==> src/rtl/mw_seq_adder_pkg.sv <==
// Shared state encodings and sizing helpers for the multi-cycle wide adder.
package mw_seq_adder_pkg;

  typedef enum logic [1:0] {
    S_IDLE = 2'd0,
    S_RUN  = 2'd1,
    S_DONE = 2'd2
  } state_e;

  function automatic int nchunk_f(input int width, input int chunk);
    return width / chunk;
  endfunction

  // A single-slice build still needs a one-bit counter.
  function automatic int cnt_w_f(input int nchunk);
    return (nchunk > 1) ? $clog2(nchunk) : 1;
  endfunction

endpackage

==> src/rtl/mw_seq_adder_cla.sv <==
// SIZE-bit carry-lookahead adder used for the per-cycle slice add.
module cla_adder
  import mw_seq_adder_pkg::*;
#(
  parameter int SIZE = 4
) (
  input  logic [SIZE-1:0] a,
  input  logic [SIZE-1:0] b,
  input  logic            ci,
  output logic [SIZE-1:0] s,
  output logic            co
);

  logic [SIZE-1:0] g;
  logic [SIZE-1:0] p;
  logic [SIZE:0]   c;
  logic            acc;
  logic            pp;

  assign g = a & b;
  assign p = a ^ b;

  // Each carry is a flat sum of generate terms gated by the propagate run below it.
  always_comb begin
    c    = '0;
    acc  = 1'b0;
    pp   = 1'b0;
    c[0] = ci;
    for (int i = 0; i < SIZE; i++) begin
      acc = g[i];
      pp  = p[i];
      for (int j = i - 1; j >= 0; j--) begin
        acc = acc | (pp & g[j]);
        pp  = pp & p[j];
      end
      c[i+1] = acc | (pp & ci);
    end
  end

  assign s  = p ^ c[SIZE-1:0];
  assign co = c[SIZE];

endmodule

==> src/rtl/mw_seq_adder.sv <==
// Multi-cycle wide adder: one CHUNK-bit slice per cycle, carry chained between cycles.
// Optional subtract mode enabled by defining MW_SEQ_ADDER_SUB_EN (adds the `sub` port).
module mw_seq_adder
  import mw_seq_adder_pkg::*;
#(
  parameter int WIDTH = 32,
  parameter int CHUNK = 4
) (
  input  logic             clk,
  input  logic             rst,
  input  logic             in_valid,
  output logic             in_ready,
  input  logic [WIDTH-1:0] a,
  input  logic [WIDTH-1:0] b,
  input  logic             cin,
`ifdef MW_SEQ_ADDER_SUB_EN
  input  logic             sub,
`endif
  output logic             out_valid,
  input  logic             out_ready,
  output logic [WIDTH-1:0] sum,
  output logic             cout,
  output logic             busy
);

  localparam int NCHUNK = nchunk_f(WIDTH, CHUNK);
  localparam int CNT_W  = cnt_w_f(NCHUNK);

  if ((CHUNK < 1) || ((WIDTH % CHUNK) != 0)) begin : g_bad_width
    $error("mw_seq_adder: WIDTH must be a positive multiple of CHUNK");
  end

  state_e             state_q, state_d;
  logic [CNT_W-1:0]   cnt_q, cnt_d;
  logic               carry_q, carry_d;
  logic [WIDTH-1:0]   a_sh_q, a_sh_d;
  logic [WIDTH-1:0]   b_sh_q, b_sh_d;
  logic [WIDTH-1:0]   sum_sh_q, sum_sh_d;
  logic [WIDTH-1:0]   sum_q, sum_d;
  logic               cout_q, cout_d;

  logic [WIDTH-1:0]   b_acc;
  logic               cin_acc;
  logic [CHUNK-1:0]   slice_sum;
  logic               slice_co;
  logic [WIDTH-1:0]   sum_sh_nxt;
  logic               last_slice;

`ifdef MW_SEQ_ADDER_SUB_EN
  // a - b as a + ~b + 1; cout then reads as "no borrow".
  assign b_acc   = sub ? ~b : b;
  assign cin_acc = sub | cin;
`else
  assign b_acc   = b;
  assign cin_acc = cin;
`endif

  cla_adder #(
    .SIZE (CHUNK)
  ) u_cla (
    .a  (a_sh_q[CHUNK-1:0]),
    .b  (b_sh_q[CHUNK-1:0]),
    .ci (carry_q),
    .s  (slice_sum),
    .co (slice_co)
  );

  // New slice enters at the MSB end so the LSB slice lands at bit 0 after NCHUNK steps.
  assign sum_sh_nxt = (sum_sh_q >> CHUNK) | (WIDTH'(slice_sum) << (WIDTH - CHUNK));
  assign last_slice = (cnt_q == CNT_W'(NCHUNK - 1));

  always_comb begin
    state_d  = state_q;
    cnt_d    = cnt_q;
    carry_d  = carry_q;
    a_sh_d   = a_sh_q;
    b_sh_d   = b_sh_q;
    sum_sh_d = sum_sh_q;
    sum_d    = sum_q;
    cout_d   = cout_q;
    unique case (state_q)
      S_IDLE: begin
        if (in_valid) begin
          state_d = S_RUN;
          a_sh_d  = a;
          b_sh_d  = b_acc;
          carry_d = cin_acc;
          cnt_d   = '0;
        end
      end
      S_RUN: begin
        a_sh_d   = a_sh_q >> CHUNK;
        b_sh_d   = b_sh_q >> CHUNK;
        sum_sh_d = sum_sh_nxt;
        carry_d  = slice_co;
        cnt_d    = cnt_q + CNT_W'(1);
        if (last_slice) begin
          state_d = S_DONE;
          sum_d   = sum_sh_nxt;
          cout_d  = slice_co;
        end
      end
      S_DONE: begin
        if (out_ready) begin
          state_d = S_IDLE;
        end
      end
      default: state_d = S_IDLE;
    endcase
  end

  always_ff @(posedge clk) begin
    if (rst) begin
      state_q <= S_IDLE;
      cnt_q   <= '0;
      carry_q <= 1'b0;
      sum_q   <= '0;
      cout_q  <= 1'b0;
    end else begin
      state_q <= state_d;
      cnt_q   <= cnt_d;
      carry_q <= carry_d;
      sum_q   <= sum_d;
      cout_q  <= cout_d;
    end
  end

  // Operand and partial-sum shifters are fully reloaded per operation and need no reset.
  always_ff @(posedge clk) begin
    a_sh_q   <= a_sh_d;
    b_sh_q   <= b_sh_d;
    sum_sh_q <= sum_sh_d;
  end

  assign in_ready  = (state_q == S_IDLE);
  assign out_valid = (state_q == S_DONE);
  assign busy      = (state_q != S_IDLE);
  assign sum       = sum_q;
  assign cout      = cout_q;

endmodule

==> config.mk <==
export PLATFORM = sky130hd
export DESIGN_NAME = mw_seq_adder
export DESIGN_NICKNAME = d
export VERILOG_FILES = /design/src/rtl/mw_seq_adder_pkg.sv /design/src/rtl/mw_seq_adder_cla.sv /design/src/rtl/mw_seq_adder.sv
export SDC_FILE = /design/constraint.sdc
export NUM_CORES = 1
export LEC_CHECK = 0
export ABC_CLOCK_PERIOD_IN_PS = 4500
export BUFFER_PORTS_ARGS = -buffer_cell sky130_fd_sc_hd__buf_2
export CAP_MARGIN = 25
export CORE_MARGIN = 2
export CORE_UTILIZATION = 25
export DETAILED_ROUTE_END_ITERATION = 10
export PLACE_DENSITY_LB_ADDON = 0.05
export SYNTH_ARGS = -nofsm -noshare
export SYNTH_HDL_FRONTEND = slang
export SYNTH_SLANG_ARGS = --single-unit
==> constraint.sdc <==
create_clock -name clk -period 4.5 [get_ports clk]
set_input_delay 1.125 -clock clk [delete_from_list [all_inputs] [get_ports clk]]
set_output_delay 1.125 -clock clk [all_outputs]
set_load 0.03 [all_outputs]
# Yosys cells after proc, flatten, opt, wreduce, memory -nomap -nowiden

Cells that the tools add are included.

Register bits: 135
Output and inout bits: 36
Logic and storage cells: 63

$add $sub $neg: 1
Eq/ne operators: 6
Multiplexer cells: 12
Bitwise logic cells: 30
Reductions and logical operators: 6

Operator list:

| operator                                                                | number |
|---|---|
| 32-bit one-hot mux with 2 select lines                                  | 2 |
| 32-bit two-way mux                                                      | 2 |
| 28-bit by 32-bit bitwise OR with 32-bit output                          | 1 |
| 1-bit AND                                                               | 16 |
| 1-bit bitwise OR                                                        | 10 |
| 4-bit bitwise XOR                                                       | 2 |
| 2-bit two-way mux                                                       | 3 |
| 2-bit one-hot mux with 3 select lines                                   | 1 |
| 3-bit one-hot mux with 2 select lines                                   | 1 |
| 4-bit AND                                                               | 1 |
| 2-bit inequality test, second input constant                            | 2 |
| 2-bit AND reduction                                                     | 2 |
| 2-bit nonzero test                                                      | 2 |
| 3-bit by 1-bit adder with 3-bit output, second input constant           | 1 |
| 3-bit equality test, second input constant                              | 1 |
| 3-bit two-way mux                                                       | 1 |
| 3-bit AND reduction                                                     | 1 |
| 2-bit by 1-bit equality test with 1-bit output, second input constant   | 1 |
| 2-bit equality test, second input constant                              | 1 |
| 2-bit logical NOT                                                       | 1 |
| 2-bit by 1-bit inequality test with 1-bit output, second input constant | 1 |
| 1-bit one-hot mux with 2 select lines                                   | 1 |
| 1-bit two-way mux                                                       | 1 |

# Logic depth before layout (Yosys ltp)

Gate-level depths: netlist of the first run.

Word-level depth: 7
Gate-level depth with buffers: 7
Mapped depth without buffers: 5

# Modules after synthesis

Synthesis of the first run repeated with hierarchy kept, for this count alone.

Cell total of the unflattened synthesis: 356
Area total of the unflattened synthesis: 5109.9 sq um

By module, submodules not included:

| module       | times used | cells an instance | area an instance (sq um) | sequential area each (sq um) |
|---|---|---|---|---|
| mw_seq_adder | 1          | 339               | 4962.3                   | 3543.4 |
| cla_adder    | 1          | 17                | 147.6                    | 0.0 |

# Least setup slack after synthesis of the first run

Ideal clock, no wire load.

Path kind: input to register
From: input port in_valid
To: register a_sh_q[0], enable pin
Arrival time: 2.499 ns
Data required time: 4.082 ns
Setup slack: 1.583 ns
Stages on the path: 2
Buffers on the path: 0
Path through: o21bai_1 inv_1

Word-level cells in the longest chain between the ends: 2

Ends and longest elaborated chain:

| element                         | RTL line            | source |
|---|---|---|
| start: declaration              | mw_seq_adder.sv:11  | `input logic in_valid,` |
| 2-bit inequality test (no line) | n/a                 |  |
| 2-bit AND reduction (no line)   | n/a                 |  |
| end signal: assignment          | mw_seq_adder.sv:130 | `a_sh_q <= a_sh_d;` |
| end: declaration                | mw_seq_adder.sv:36  | `logic [WIDTH-1:0] a_sh_q, a_sh_d;` |

No other way between the ends.
A chain may end at the register's enable or synchronous reset.

# Worst setup path in the final report of the first run

From: register state_q[1]
To: output port out_valid

Word-level cells in the longest chain between the ends: 1

Ends and longest elaborated chain:

| element                  | RTL line            | source |
|---|---|---|
| start: declaration       | mw_seq_adder.sv:33  | `state_e state_q, state_d;` |
| start signal: assignment | mw_seq_adder.sv:120 | `state_q <= state_d;` |
| 2-bit equality test      | mw_seq_adder.sv:136 | `assign out_valid = (state_q == S_DONE);` |
| end: declaration         | mw_seq_adder.sv:19  | `output logic out_valid,` |

No other way between the ends.

==> results.json, run 1 <==
{
  "status": "finished, final reports clean",
  "numCtsBuffers": 17,
  "clk_path_buf_depth": 2,
  "synthToLayoutAreaGrowth_pct": 26.9,
  "layout_commonest_cell": "nand2_1",
  "cts_tree": "done",
  "synth_area_leaders": "edfxtp_1 (54%), nand2_1 (17%), dfxtp_1 (15%), a21oi_1 (3.6%), ha_1 (1.5%)",
  "relSlewSlack_pct": 46.8,
  "yosysUniqueCellTypes": 27,
  "clk-insertion-delay-late_ns": 0.41,
  "async_flop_share_pct": 0,
  "grt_pass1_vias": 3562,
  "rows": 52,
  "layout_common_cells": "nand2_1 (229), buf_2 (104), edfxtp_1 (92), dfxtp_1 (39), a21oi_1 (37)",
  "hold_violations": 0,
  "drv_slew": 0,
  "synth_top_cell_by_area": "edfxtp_1",
  "finalSetupTns_ns": 0,
  "drtAntennaViolNets": 0,
  "syn-num-nets": 556,
  "antenna_found_initial": 0,
  "cap_violations": 0,
  "skew_ns": 0.00743,
  "start_util_pct": 25.3,
  "cts.repair.resized": 0,
  "fin_crit_ns": 2.44,
  "fp.dieH_um": 147,
  "worstSetupPathType": "reg2out",
  "cts.sinks": 131,
  "grt_pass1_wl_um": 18500,
  "p_total_mw": 2.97,
  "hp-class": "reg2reg",
  "path_cells": "nor2b_1, buf_2",
  "ys_seq_area_share_pct": 69.5,
  "holdPathStages": 0,
  "die_area_mm2": 0.0215,
  "ys_warn_count": 0,
  "syn_area_mm2": 0.00510,
  "utilization_pct": 32.2,
  "reg2reg_from": "state_q[1]",
  "ctsHoldBuffers": 0,
  "cpMaxStageDelayCell": "dfxtp_1",
  "path_buf_inv": 1,
  "drt-wirelength-per-cell_um": 13.1,
  "ys_ff_latch": 131,
  "cp-start-kind": "flop",
  "cts_setup_buffers": 0,
  "post_synth.cell_area_avg_um2": 10.6,
  "drcViolationCount": 0,
  "post-route-period-util_pct": 54.2,
  "end_kind": "output pin",
  "grt_max_degree": 88,
  "synth_edf_count": 92,
  "power_density_mw_per_mm2": 460,
  "drtIter0Drc": 172,
  "viasPerCell": 4.05,
  "crit_path_start": "state_q[1]",
  "setup_viol": 0,
  "io_pins": 105,
  "coreArea_mm2": 0.0201,
  "place.gp.congestion": 0.708,
  "ys.flop_type": "edfxtp_1",
  "max_stage_delay_ns": 0.40,
  "cp.arrival_ns": 1.31,
  "rsz0062_at_grt": "no",
  "drt-pass1-iter-count": 5,
  "drive_above_1_share_pct": 23.6,
  "dp_hpwl_um": 7490,
  "leakagePower_nw": 2.76,
  "num_antenna_cells": 0,
  "synthDominantCellAreaShare_pct": 54.2,
  "die_w_um": 147,
  "cts_root_buffer": "clkbuf_16",
  "worstPathRequired_ns": 3.38,
  "tightestPinTransition_ns": 0.797,
  "cp.depth": 2,
  "syn_inst": 480,
  "grt_overflow": 0,
  "rr_worst_depth": 7,
  "path_clk_slew_ns": 0.05,
  "hold_start": "sum_sh_q[24]",
  "crit_family": "flip-flops",
  "via_count": 3512,
  "htree_levels": 4,
  "fmax_ghz": 0.410,
  "drt_wl_total_um": 11300,
  "irDropWorstVdd_uv": 231,
  "fin_nets": 662,
  "grt_use_total_pct": 11.1,
  "io_buffers": 104,
  "critPathMaxFanout": 6
}
worst paths after layout:
check | slack (ns) | end
setup / recovery | 2.06 | out_valid
hold / removal | 0.44 | sum_sh_q[20]
setup reg to reg | 2.54 | sum[31]
hold reg to reg | 0.44 | sum_sh_q[20]
cells in the mapped netlist (2+ instances only):
master / instances
nand2_1: 229
edfxtp_1: 92
dfxtp_1: 39
a21oi_1: 37
nor2_1: 14
clkbuf_1: 11
and2_1: 10
buf_2: 9
inv_1: 7
ha_1: 6
a211oi_1: 4
o21ai_0: 4
a22oi_1: 2
buf_4: 2
buf_6: 2
metal layers:
metal	wire [µm]	vias up	part of all wire, %	GRT usage [%]
met3	529	12	4.7	3.29
met2	5390	77	48	18.0
li1	-	1797	-	-
met1	5250	1626	46	14.2
met4	157	0	1.4	4.22
met5	0	-	0	0
power by group:
| part | switching, mW | total (mW) | internal, mW | leakage, nW |
|---|---|---|---|---|
| clock network | 0.475 | 1.34 | 0.866 | 0.283 |
| logic | 0.129 | 0.204 | 0.0749 | 1.24 |
| registers | 0.0291 | 1.43 | 1.40 | 1.24 |
| total | 0.633 | 2.97 | 2.34 | 2.76 |
stage by stage:
step | hold slack [ns] | std cells | instance area, µm² | setup WS (ns)
global route | 0.455 | 867 | 6470 | 1.97
detailed placement | 0.436 | 836 | 5880 | 1.73
CTS | 0.447 | 866 | 6450 | 2.02
global placement | 0.438 | 836 | 5880 | 1.77
finish | 0.440 | 867 | 6470 | 2.06
floorplan | 0.426 | 480 | 5100 | 1.58
layout make-up:
class | count | area (µm²)
Sequential cell | 131 | 3540
Inverter | 8 | 31.3
Fill cell | 2091 | 13600
Clock inverter | 5 | 75.1
Timing Repair Buffer | 111 | 586
Multi-Input combinational cell | 317 | 1400
Tap cell | 270 | 338
Clock buffer | 25 | 495
flip-flops by register name (all words and copies together) (netlist names):
register  cells
cnt_q         3
a_sh_q       32
cout          1
carry_q       1
sum_sh_q     28
b_sh_q       32
state_q       2
sum          32
cells by family after synthesis:
kind of cell / after synthesis / synth area share [%]
AND/OR/NAND/NOR: 258 / 19.8
flip-flops: 131 / 69.5
XOR/XNOR: 1 / 0.172
adder cells (fa/ha/maj): 7 / 1.87
buffers and inverters: 32 / 3.02
AO/OA/AOI/OAI: 51 / 5.62
No activity file was read; power rests on OpenSTA's default activity.
==> run 2: changes to the inputs <==
Settings changed: ABC_CLOCK_PERIOD_IN_PS 4500 to 2120.
Clock period 4.5 ns to 2.12 ns, I/O delays scaled along.
==> results.json, run 2 (synthesized netlist as in run 1, its figures left out) <==
{
  "seqCellArea_mm2": 0.00354,
  "die_w_um": 147,
  "critPathMaxFanout": 6,
  "rows": 52,
  "drive_above_1_share_pct": 24.8,
  "worstSetupPathType": "reg2out",
  "cts.sinks": 131,
  "path_buf_inv": 1,
  "fmax_ghz": 0.535,
  "status": "finished, final reports clean",
  "grt_pass1_vias": 3547,
  "grt_overflow": 0,
  "cts.repair.resized": 0,
  "coreArea_mm2": 0.0201,
  "post-route-period-util_pct": 88.2,
  "fin_ws_ns": 0.251,
  "cap_violations": 0,
  "grt_use_total_pct": 11.3,
  "power_density_mw_per_mm2": 999,
  "cpMaxStageDelayCell": "dfxtp_1",
  "fin_crit_ns": 1.87,
  "finalSetupTns_ns": 0,
  "place_area_mm2": 0.00595,
  "cts_setup_buffers": 0,
  "drv_slew": 0,
  "setup_viol": 0,
  "numCtsBuffers": 17,
  "worstPathRequired_ns": 1.59,
  "path_cells": "nor2b_1, buf_2",
  "drt_wl_total_um": 11600,
  "path_clk_slew_ns": 0.06,
  "cts_tree": "done",
  "io_pins": 105,
  "layout_common_cells": "nand2_1 (229), buf_2 (104), edfxtp_1 (92), dfxtp_1 (39), a21oi_1 (37)",
  "synthToLayoutAreaGrowth_pct": 29.5,
  "place.gp.congestion": 0.708,
  "htree_levels": 4,
  "hold_violations": 0,
  "cts_root_buffer": "clkbuf_16",
  "max_stage_delay_ns": 0.43,
  "io_buffers": 104,
  "clk-insertion-delay-late_ns": 0.41,
  "rsz0062_at_grt": "no",
  "irDropWorstVdd_uv": 520,
  "antenna_found_initial": 1,
  "fin_nets": 666,
  "pre_cts_ws_ns": 0.274,
  "crit_family": "flip-flops",
  "holdWs_ns": 0.384,
  "layout_commonest_cell": "nand2_1",
  "clk_path_buf_depth": 2,
  "grt_pass1_wl_um": 18600,
  "fp.dieH_um": 147,
  "end_kind": "output pin",
  "ctsHoldBuffers": 0,
  "skew_ns": 0.00554,
  "die_area_mm2": 0.0215,
  "grt_max_degree": 67,
  "via_count": 3554,
  "multi_input_area_mm2": 0.00141,
  "leakagePower_nw": 2.82,
  "postLayoutCellArea_mm2": 0.00660,
  "fillerInstances": 2132,
  "drt-wirelength-per-cell_um": 13.3,
  "hp-class": "in2reg",
  "viasPerCell": 4.08,
  "cp-start-kind": "flop",
  "relSlewSlack_pct": 55.0,
  "start_util_pct": 25.3,
  "cp.arrival_ns": 1.34,
  "drt-pass1-iter-count": 4,
  "dp_hpwl_um": 7690,
  "drcViolationCount": 0,
  "tightestPinTransition_ns": 0.675,
  "drtIter0Drc": 175,
  "num_antenna_cells": 0,
  "drtAntennaViolNets": 0
}
==> run 2: per-stage QoR <==
stage / total power, mW / util [%] / std cells
floorplan: 3.35 / - / 480
global placement: 3.54 / 29.6 / 841
detailed placement: 3.54 / 29.6 / 841
CTS: 6.72 / 32.8 / 872
global route: 6.89 / 32.8 / 872
finish: 6.59 / 32.8 / 872
==> run 2: worst register-to-register path: stages (launching register included) <==
cell and delay [ns]:
edfxtp_1 0.38, ha_1 0.32, a211oi_1 0.28, nor2_1 0.11, o21ai_0 0.32, and2_1 0.18
==> run 2: final cells by class <==
class                      count  share of cell area (%)
clock buffer                  24                    8.44
multi-input combinational    317                    21.4
tap                          270                    5.12
timing repair buffer         115                    9.52
sequential                   131                    53.7
clock inverter                 7                    1.31
inverter                       8                   0.531
==> run 2: final timing paths <==
check / startpoint / endpoint / slack [ns] / cells past startpoint
worst max-delay path: state_q[1] / out_valid / 0.25 / 2
worst max register to register: a_sh_q[0] / sum_sh_q[31] / 0.39 / 5
worst min register to register: sum[10] / sum[10] / 0.45 / 2
worst min-delay path: a[20] / a_sh_q[20] / 0.38 / 3
==> run 2: layer usage <==
layer | part of all wire [%] | vias to the layer above | GRT usage, %
met3 | 5.9 | 11 | 4.04
met2 | 48 | 90 | 18.2
li1 | - | 1809 | -
met4 | 1.1 | 2 | 3.64
met5 | 0.11 | - | 0
met1 | 45 | 1642 | 14.2
==> run 2: report_power, final <==
group | internal (mW) | leakage [nW] | switching (mW)
Sequential | 2.97 | 1.24 | 0.0638
Combinational | 0.166 | 1.27 | 0.270
Clock | 2.06 | 0.316 | 1.06
Total | 5.20 | 2.82 | 1.39
